File: config.mk
export PLATFORM = sky130hd
export DESIGN_NAME = regfile_writeback_arbiter_flat
export DESIGN_NICKNAME = d
export VERILOG_FILES = /design/src/rtl/regfile_writeback_arbiter_if.sv /design/src/rtl/regfile_writeback_arbiter.sv /design/src/flat_wrapper.sv
export SDC_FILE = /design/constraint.sdc
export NUM_CORES = 1
export LEC_CHECK = 0
export BUFFER_PORTS_ARGS = -buffer_cell sky130_fd_sc_hd__buf_2
export CORE_ASPECT_RATIO = 0.7
export CORE_UTILIZATION = 40
export DETAILED_ROUTE_END_ITERATION = 10
export SLEW_MARGIN = 10
export SYNTH_ARGS = -nofsm -noshare
export SYNTH_HDL_FRONTEND = slang
export SYNTH_SLANG_ARGS = --single-unit
File: constraint.sdc
create_clock -name clk -period 3.2 [get_ports clk]
set_input_delay 0.8 -clock clk [delete_from_list [all_inputs] [get_ports clk]]
set_output_delay 0.8 -clock clk [all_outputs]
set_load 0.01 [all_outputs]
File: src/rtl/regfile_writeback_arbiter_if.sv
// Writeback bundle: two source handshakes in, two register-file write ports
// and the pending-write scoreboard out.
interface regfile_writeback_arbiter_if #(
   parameter int DATA_WIDTH = 16,
   parameter int ADDR_WIDTH = 3
);
   localparam int NREG = 2 ** ADDR_WIDTH;

   logic                  src0_valid;
   logic                  src0_ready;
   logic [ADDR_WIDTH-1:0] src0_addr;
   logic [DATA_WIDTH-1:0] src0_data;
   logic                  src1_valid;
   logic                  src1_ready;
   logic [ADDR_WIDTH-1:0] src1_addr;
   logic [DATA_WIDTH-1:0] src1_data;

   logic                  we1;
   logic [ADDR_WIDTH-1:0] write_addr1;
   logic [DATA_WIDTH-1:0] write_data1;
   logic                  we2;
   logic [ADDR_WIDTH-1:0] write_addr2;
   logic [DATA_WIDTH-1:0] write_data2;
   logic [NREG-1:0]       pending_mask;
   logic                  busy;

   // Handshake: a beat transfers on a rising edge where srcN_valid and
   // srcN_ready are both 1; ready is registered and never depends on valid.
   modport master (
      output src0_valid, src0_addr, src0_data,
      output src1_valid, src1_addr, src1_data,
      input  src0_ready, src1_ready,
      input  we1, write_addr1, write_data1,
      input  we2, write_addr2, write_data2,
      input  pending_mask, busy
   );

   modport slave (
      input  src0_valid, src0_addr, src0_data,
      input  src1_valid, src1_addr, src1_data,
      output src0_ready, src1_ready,
      output we1, write_addr1, write_data1,
      output we2, write_addr2, write_data2,
      output pending_mask, busy
   );
endinterface

File: src/rtl/regfile_writeback_arbiter.sv
// Two-source writeback front end: per-source FIFOs, collision-aware issue onto
// the register file's two write ports, and a per-register pending-write count.
module regfile_writeback_arbiter #(
   parameter int DATA_WIDTH = 16,
   parameter int ADDR_WIDTH = 3,
   parameter int FIFO_DEPTH = 4
) (
   input logic                     clk,
   input logic                     rst,
   regfile_writeback_arbiter_if.slave wb
);
   localparam int NREG = 2 ** ADDR_WIDTH;
   localparam int PW   = $clog2(FIFO_DEPTH);
   localparam int CW   = $clog2(2 * FIFO_DEPTH + 3);
   localparam logic [PW:0] FULL_CNT = FIFO_DEPTH[PW:0];

   logic [DATA_WIDTH-1:0] data_mem [2][FIFO_DEPTH];
   logic [ADDR_WIDTH-1:0] addr_mem [2][FIFO_DEPTH];
   logic [PW:0]           wr_ptr [2];
   logic [PW:0]           rd_ptr [2];
   logic [PW:0]           count_next [2];
   logic [1:0]            ready_q;
   logic [1:0]            in_valid;
   logic [1:0]            push;
   logic [1:0]            pop;
   logic [1:0]            head_valid;
   logic [ADDR_WIDTH-1:0] in_addr [2];
   logic [DATA_WIDTH-1:0] in_data [2];
   logic [ADDR_WIDTH-1:0] head_addr [2];
   logic [DATA_WIDTH-1:0] head_data [2];

   logic [1:0]            we_q;
   logic [ADDR_WIDTH-1:0] waddr_q [2];
   logic [DATA_WIDTH-1:0] wdata_q [2];

   logic [CW-1:0]         cnt [NREG];
   logic [CW-1:0]         cnt_next [NREG];

   always_comb begin
      in_valid   = {wb.src1_valid, wb.src0_valid};
      in_addr[0] = wb.src0_addr;
      in_addr[1] = wb.src1_addr;
      in_data[0] = wb.src0_data;
      in_data[1] = wb.src1_data;
      push       = in_valid & ready_q;
      for (int k = 0; k < 2; k++) begin
         head_valid[k] = (wr_ptr[k] != rd_ptr[k]);
         head_addr[k]  = addr_mem[k][rd_ptr[k][PW-1:0]];
         head_data[k]  = data_mem[k][rd_ptr[k][PW-1:0]];
      end
      // Source 0 is older: on a same-address collision only head0 issues,
      // so port 2 writes that register strictly later.
      pop[0] = head_valid[0];
      pop[1] = head_valid[1] & ~(head_valid[0] && (head_addr[0] == head_addr[1]));
      for (int k = 0; k < 2; k++) begin
         count_next[k] = (wr_ptr[k] - rd_ptr[k]) + {{PW{1'b0}}, push[k]}
                         - {{PW{1'b0}}, pop[k]};
      end
   end

   always_ff @(posedge clk) begin
      for (int k = 0; k < 2; k++) begin
         if (push[k]) begin
            data_mem[k][wr_ptr[k][PW-1:0]] <= in_data[k];
            addr_mem[k][wr_ptr[k][PW-1:0]] <= in_addr[k];
         end
      end
   end

   always_ff @(posedge clk) begin
      if (rst) begin
         for (int k = 0; k < 2; k++) begin
            wr_ptr[k]  <= '0;
            rd_ptr[k]  <= '0;
            waddr_q[k] <= '0;
            wdata_q[k] <= '0;
         end
         ready_q <= '0;
         we_q    <= '0;
      end else begin
         for (int k = 0; k < 2; k++) begin
            if (push[k]) wr_ptr[k] <= wr_ptr[k] + 1'b1;
            if (pop[k]) begin
               rd_ptr[k]  <= rd_ptr[k] + 1'b1;
               waddr_q[k] <= head_addr[k];
               wdata_q[k] <= head_data[k];
            end
            ready_q[k] <= (count_next[k] != FULL_CNT);
         end
         we_q <= pop;
      end
   end

   // Accepted beats count up; each write counts down at its commit edge.
   always_comb begin
      for (int i = 0; i < NREG; i++) begin
         cnt_next[i] = cnt[i]
            + CW'(push[0] && (in_addr[0] == ADDR_WIDTH'(i)))
            + CW'(push[1] && (in_addr[1] == ADDR_WIDTH'(i)))
            - CW'(we_q[0] && (waddr_q[0] == ADDR_WIDTH'(i)))
            - CW'(we_q[1] && (waddr_q[1] == ADDR_WIDTH'(i)));
      end
   end

   always_ff @(posedge clk) begin
      for (int i = 0; i < NREG; i++) begin
         if (rst) cnt[i] <= '0;
         else     cnt[i] <= cnt_next[i];
      end
   end

   always_comb begin
      for (int i = 0; i < NREG; i++) wb.pending_mask[i] = (cnt[i] != '0);
   end

   assign wb.src0_ready  = ready_q[0];
   assign wb.src1_ready  = ready_q[1];
   assign wb.we1         = we_q[0];
   assign wb.write_addr1 = waddr_q[0];
   assign wb.write_data1 = wdata_q[0];
   assign wb.we2         = we_q[1];
   assign wb.write_addr2 = waddr_q[1];
   assign wb.write_data2 = wdata_q[1];
   assign wb.busy        = (|head_valid) | (|we_q);
endmodule

File: src/flat_wrapper.sv
// flat-port wrapper written by rule: the top's interface ports become plain ports
module regfile_writeback_arbiter_flat 
#(
   parameter int DATA_WIDTH = 16,
   parameter int ADDR_WIDTH = 3,
   parameter int FIFO_DEPTH = 4
)
  (clk, rst, wb_src0_valid, wb_src0_addr, wb_src0_data, wb_src1_valid, wb_src1_addr, wb_src1_data, wb_src0_ready, wb_src1_ready, wb_we1, wb_write_addr1, wb_write_data1, wb_we2, wb_write_addr2, wb_write_data2, wb_pending_mask, wb_busy);
  regfile_writeback_arbiter_if #(.DATA_WIDTH(DATA_WIDTH), .ADDR_WIDTH(ADDR_WIDTH)) wb_i ();
  input logic clk;
  input logic rst;
  input wire logic [$bits(wb_i.src0_valid)-1:0] wb_src0_valid;
  input wire logic [$bits(wb_i.src0_addr)-1:0] wb_src0_addr;
  input wire logic [$bits(wb_i.src0_data)-1:0] wb_src0_data;
  input wire logic [$bits(wb_i.src1_valid)-1:0] wb_src1_valid;
  input wire logic [$bits(wb_i.src1_addr)-1:0] wb_src1_addr;
  input wire logic [$bits(wb_i.src1_data)-1:0] wb_src1_data;
  output wire logic [$bits(wb_i.src0_ready)-1:0] wb_src0_ready;
  output wire logic [$bits(wb_i.src1_ready)-1:0] wb_src1_ready;
  output wire logic [$bits(wb_i.we1)-1:0] wb_we1;
  output wire logic [$bits(wb_i.write_addr1)-1:0] wb_write_addr1;
  output wire logic [$bits(wb_i.write_data1)-1:0] wb_write_data1;
  output wire logic [$bits(wb_i.we2)-1:0] wb_we2;
  output wire logic [$bits(wb_i.write_addr2)-1:0] wb_write_addr2;
  output wire logic [$bits(wb_i.write_data2)-1:0] wb_write_data2;
  output wire logic [$bits(wb_i.pending_mask)-1:0] wb_pending_mask;
  output wire logic [$bits(wb_i.busy)-1:0] wb_busy;
  assign wb_i.src0_valid = wb_src0_valid;
  assign wb_i.src0_addr = wb_src0_addr;
  assign wb_i.src0_data = wb_src0_data;
  assign wb_i.src1_valid = wb_src1_valid;
  assign wb_i.src1_addr = wb_src1_addr;
  assign wb_i.src1_data = wb_src1_data;
  assign wb_src0_ready = wb_i.src0_ready;
  assign wb_src1_ready = wb_i.src1_ready;
  assign wb_we1 = wb_i.we1;
  assign wb_write_addr1 = wb_i.write_addr1;
  assign wb_write_data1 = wb_i.write_data1;
  assign wb_we2 = wb_i.we2;
  assign wb_write_addr2 = wb_i.write_addr2;
  assign wb_write_data2 = wb_i.write_data2;
  assign wb_pending_mask = wb_i.pending_mask;
  assign wb_busy = wb_i.busy;
  regfile_writeback_arbiter #(.DATA_WIDTH(DATA_WIDTH), .ADDR_WIDTH(ADDR_WIDTH), .FIFO_DEPTH(FIFO_DEPTH)) u_core (.clk(clk), .rst(rst), .wb(wb_i));
endmodule
Word level (Yosys, flattened, before mapping)
Memories as Yosys holds them, arrays and structs flattened.
Index checks and enable logic that the tools add are counted.
- add/sub/neg operators: 42
- order comparisons: 6
- equality and inequality tests: 33
- bitwise gates (word level): 24
- reductions and logical operators: 49
- multiplexer cells: 55
- operator list (cell ; number):
    16-bit two-way mux ; 8
    64-bit two-way mux ; 2
    4-bit by 1-bit adder with 4-bit output ; 16
    16-bit binary-select mux with 2-bit select ; 2
    16-bit demux with 2-bit select ; 2
    4-bit by 1-bit subtractor with 4-bit output ; 16
    3-bit equality test (second input constant) ; 16
    3-bit two-way mux ; 12
    1-bit logical AND ; 35
    4-bit two-way mux ; 8
    4-bit nonzero test ; 8
    3-bit by 2-bit equality test with 1-bit output (second input constant) ; 8
    12-bit two-way mux ; 2
    1-bit OR ; 17
    1-bit two-way mux ; 15
    3-bit by 1-bit adder with 3-bit output (second input constant) ; 4
    3-bit binary-select mux with 2-bit select ; 2
    3-bit demux with 2-bit select ; 2
    3-bit by 1-bit equality test with 1-bit output (second input constant) ; 4
    3-bit >= comparator (second input constant) ; 4
    3-bit zero test ; 4
    2-bit NOT with 3-bit output ; 4
    3-bit by 1-bit adder with 3-bit output ; 2
    3-bit by 1-bit less-than comparator with 1-bit output (second input constant) ; 2
    other kinds (9) ; 14
- bits of input ports: 42
- logic and storage cells: 218
- register bits: 4
- output and inout bits: 51
- memories: 7
- bits in writable memories: 234
- memories (memory ; words ; width ; rd ports ; clocked after Yosys merged registers in ; write ports ; line ; source):
    u_core.data_mem ; 2 ; 64 ; 2 ; 0 ; 2 ; regfile_writeback_arbiter.sv:17 ; logic [DATA_WIDTH-1:0] data_mem [2][FIFO_DEPTH];
    u_core.cnt ; 8 ; 4 ; 8 ; 0 ; 8 ; regfile_writeback_arbiter.sv:36 ; logic [CW-1:0] cnt [NREG];
    u_core.wdata_q ; 2 ; 16 ; 2 ; 0 ; 2 ; regfile_writeback_arbiter.sv:34 ; logic [DATA_WIDTH-1:0] wdata_q [2];
    u_core.addr_mem ; 2 ; 12 ; 2 ; 0 ; 2 ; regfile_writeback_arbiter.sv:18 ; logic [ADDR_WIDTH-1:0] addr_mem [2][FIFO_DEPTH];
    u_core.rd_ptr ; 2 ; 3 ; 2 ; 0 ; 2 ; regfile_writeback_arbiter.sv:20 ; logic [PW:0] rd_ptr [2];
    u_core.waddr_q ; 2 ; 3 ; 2 ; 0 ; 2 ; regfile_writeback_arbiter.sv:33 ; logic [ADDR_WIDTH-1:0] waddr_q [2];
    +1 memories ; - ; - ; - ; - ; - ; - ;

Longest topological paths before layout
- depth in word-level cells: 12
- gate-level depth with buffers: 13
- depth with buffers taken out: 10

Least setup slack after synthesis
No wires, ideal clock.
- kind: reg2reg
- start: memory u_core.rd_ptr[0][1] in the netlist's numbering
- end: register u_core.ready_q[1]
- data arrival time: 2990 ps
- cell stages (with the launch flop): 12
- data required time: 3068 ps
- setup time: 132 ps
- setup slack: 78 ps
- buffers on the path: 1
- period minus slack after synthesis: 3122 ps
- cell sequence: edfxtp_1 -> buf_1 -> mux4_2 -> xor2_1 -> or4_1 -> nand2_1 -> fa_1 -> fa_1 -> ha_1 -> xnor2_1 -> xnor2_1 -> a21oi_1
- RTL lines (what ; line ; source):
    start, declared ; regfile_writeback_arbiter.sv:20 ;
    end signal, assigned by index ; regfile_writeback_arbiter.sv:88 ; ready_q[k] <= (count_next[k] != FULL_CNT);
    end, declared ; regfile_writeback_arbiter.sv:22 ; logic [1:0] ready_q;

==> impl_metrics.json <==
{
  "status": "finished, violations left",
  "violations_in_the_final_reports": "design-rule violations",
  "placement.io_buffers": 92,
  "final_hpwl_dp_mm": 13.14,
  "layout.nets": 866,
  "final_common_cell": "edfxtp_1",
  "rows": 48,
  "post-route-min-period_ns": 3.176,
  "area_growth_syn_to_layout_pct": 17.84,
  "design.die.area_sq_mm": 0.02611,
  "path_cells": "mux4_2 > xor2_1 > or4_4 > nand2_2 > fa_2 > ha_2 > ha_2 > xnor2_2 > xnor2_1 > a21oi_1",
  "buffer_levels_on_the_longest_clock_path": 3,
  "grt_pass1_vias": 5850,
  "postRouteWirelength_mm": 19.57,
  "cts_made_buffers": 24,
  "netlist_instances": 633,
  "final-instance-count-excl-fill": 1103,
  "timing.final.crit_share": 0.9926,
  "path_type_of_the_worst_min_delay_path": "in -> reg",
  "cp_max_fo": 4,
  "cp-end-kind": "register",
  "worst_ir_drop_vdd_v": 0.0004380,
  "r2r-start": "u_core.rd_ptr[0][3]",
  "gp_congestion": 0.8471,
  "arrival_ns": 3.58,
  "tritoncts": "built",
  "overflow": 0,
  "synthesis.area_sq_mm": 0.01018,
  "layout_common_cells": "edfxtp_1 (202), buf_2 (92), inv_1 (73)",
  "detail_route.vias_per_cell": 4.835,
  "synthesis.nets": 741,
  "clk_root_buffer_cell": "clkbuf_16",
  "slew-limit-headroom": 0.6640,
  "gr-usage-all-layers": 0.1587,
  "max_slew.worst_pin.slew_ns": 0.5040,
  "r2r_endpoint": "u_core.ready_q[1]",
  "reg2reg_setup_slack_ns": 0.02,
  "fp.dieH_microns": 135.5,
  "drive_above_1_share": 0.2616,
  "cell_taking_the_most_area_after_synthesis": "edfxtp_1",
  "power.static_leakage_nw": 4.690,
  "yosys.cell_types.count": 28,
  "htreeDepth": 1,
  "clk_transition_reported_paths_ns": 0.07,
  "worstRegToRegCells": 10,
  "final-max-slew-violation-count": 0,
  "timing.hold.worst_endpoint": "u_core.data_mem[0][61]",
  "detail_route.wl_per_cell_microns": 17.74,
  "fp.dieW_microns": 192.7,
  "synth_largest_type_area_fraction": 0.5956,
  "antenna_found_initial": 0,
  "worstHoldStart": "wb_src0_data[13]",
  "postSynthAreaPerCell_sq_um": 16.09,
  "detail_route.drc_violations": 34,
  "cts.sink_count": 238,
  "design.core.area_sq_mm": 0.02480,
  "cap_violations": 0,
  "antenna_left": 0,
  "grt_max_degree": 33,
  "setup_repair_after_global_routing_missed_its_margin": "true",
  "start_util": 0.4106,
  "path_delay_family": "adder cells",
  "timing.critical_path.slowest_stage_cell": "mux4_2",
  "num_vias": 5333,
  "grt_first_pass_wirelength_mm": 31.37,
  "register_bit_count_reported_by_yosys": 238,
  "setup.worst_path.start_class": "register",
  "io_pins": 93,
  "yosysSeqAreaShare": 0.6663,
  "postLayoutCellArea_sq_mm": 0.01200,
  "place_inst": 1055,
  "synthesis.yosys.warnings": 0,
  "worst_clock_skew_ns": 0.02363,
  "placement.cell_area_sq_mm": 0.01115,
  "final_core_util": 0.4839,
  "p_per_area_mw_per_mm2": 883.7,
  "timing.final.setup_violations": 0,
  "achievable_frequency_mhz": 314.8,
  "worst-setup-path-type": "reg -> reg",
  "drt_first_pass_iters": 8,
  "worstPathRequired_ns": 3.60,
  "critPathBufInv": 0,
  "netlist_top_cells_area": "edfxtp_1 (60%), mux4_2 (8.4%), dfxtp_1 (7.1%)",
  "crit_top_cell": "ha_2",
  "clk-insertion-delay-late_ns": 0.52,
  "count_of_final_hold_check_violations": 0,
  "detail_route.iter0.violations": 323,
  "slowest_delay_ns": 0.59,
  "holdPathStages": 1
}
[timing repair]
action                     4_1_cts  5_1_grt
pin swaps                        7        2
hold buffers                     0        0
resized for setup                6        1
setup buffers                    0        2
setup endpoints to repair        1        1
[cell usage after synthesis (all sizes together)]
library cell,instances
edfxtp,202
inv,73
nor2b,49
nor2,47
ha,38
mux4,38
dfxtp,36
fa,28
nand2,16
xnor2,14
and3,11
nand2b,11
nand3,11
xor2,11
buf,10
and2b,9
clkbuf,9
nor3,9
a21oi,4
a21o,2
and2,2
nor3b,1
nor4,1
or4,1
[worst max path at each step]
stage | startpoint | endpoint | slack (ns) | cells past startpoint
after floorplan | u_core.rd_ptr[0][1] | u_core.ready_q[1] | 0.08 | 11
after global placement | wb_src0_valid | u_core.cnt[1][15] | -0.02 | 10
final | u_core.rd_ptr[0][3] | u_core.ready_q[1] | 0.02 | 10
after global routing | u_core.rd_ptr[0][3] | u_core.ready_q[1] | -0.09 | 10
after detailed placement | u_core.rd_ptr[0][3] | u_core.ready_q[1] | -0.06 | 10
after CTS | u_core.rd_ptr[0][3] | u_core.ready_q[1] | 0.02 | 10
[per-stage QoR]
stage               hold slack, ns  power [mW]  setup TNS [ns]  worst slack, ns
floorplan                   0.5890       6.686               0          0.07764
global placement            0.5980       7.685        -0.01662         -0.01662
detailed placement          0.6153       7.813         -0.2420         -0.05522
CTS                         0.4555       10.75               0          0.01831
global route                0.4674       11.31        -0.09172         -0.09172
finish                      0.4857       10.61               0          0.02361
[where the power goes]
| group | internal (mW) | switching, mW |
|---|---|---|
| combinational | 1.57 | 1.79 |
| sequential | 4.11 | 0.313 |
| clock | 1.67 | 1.15 |
[sequential cells by signal, summed over array words and instances (netlist names)]
| signal | count |
|---|---|
| u_core.cnt | 32 |
| u_core.data_mem | 128 |
| u_core.rd_ptr | 6 |
| u_core.we_q | 2 |
| u_core.addr_mem | 24 |
| u_core.waddr_q | 6 |
| u_core.wr_ptr | 6 |
| u_core.ready_q | 2 |
| u_core.wdata_q | 32 |
[layout make-up]
cell class | instances | area, sq um
diodes | 2 | 5.005
clock buffers | 29 | 639.4
clock inverters | 15 | 163.9
fillers | 2164 | 12800
inverters | 73 | 274.0
multi-input cells | 303 | 3054
flip-flops and latches | 238 | 6787
well taps | 325 | 406.6
repair buffers | 118 | 671.9
[per-layer routing]
metal | up-vias | global-route usage | routed length (microns)
li1 | 2487 | - | -
met4 | 0 | 0.03500 | 242
met1 | 2695 | 0.2275 | 9068
met5 | - | 0 | 0
met3 | 26 | 0.03289 | 1197
met2 | 125 | 0.2493 | 9064
[cells by family after synthesis]
kind of cell,share of synthesized area
AOI/OAI and AO/OA,0.003563
xor gates and xnor gates,0.02150
adders and majority gates,0.1017
buffers and inverters,0.03624
DFF,0.6663
muxes,0.08403
and+or+nand+nor,0.08661
(Power assumes the default switching activity.)
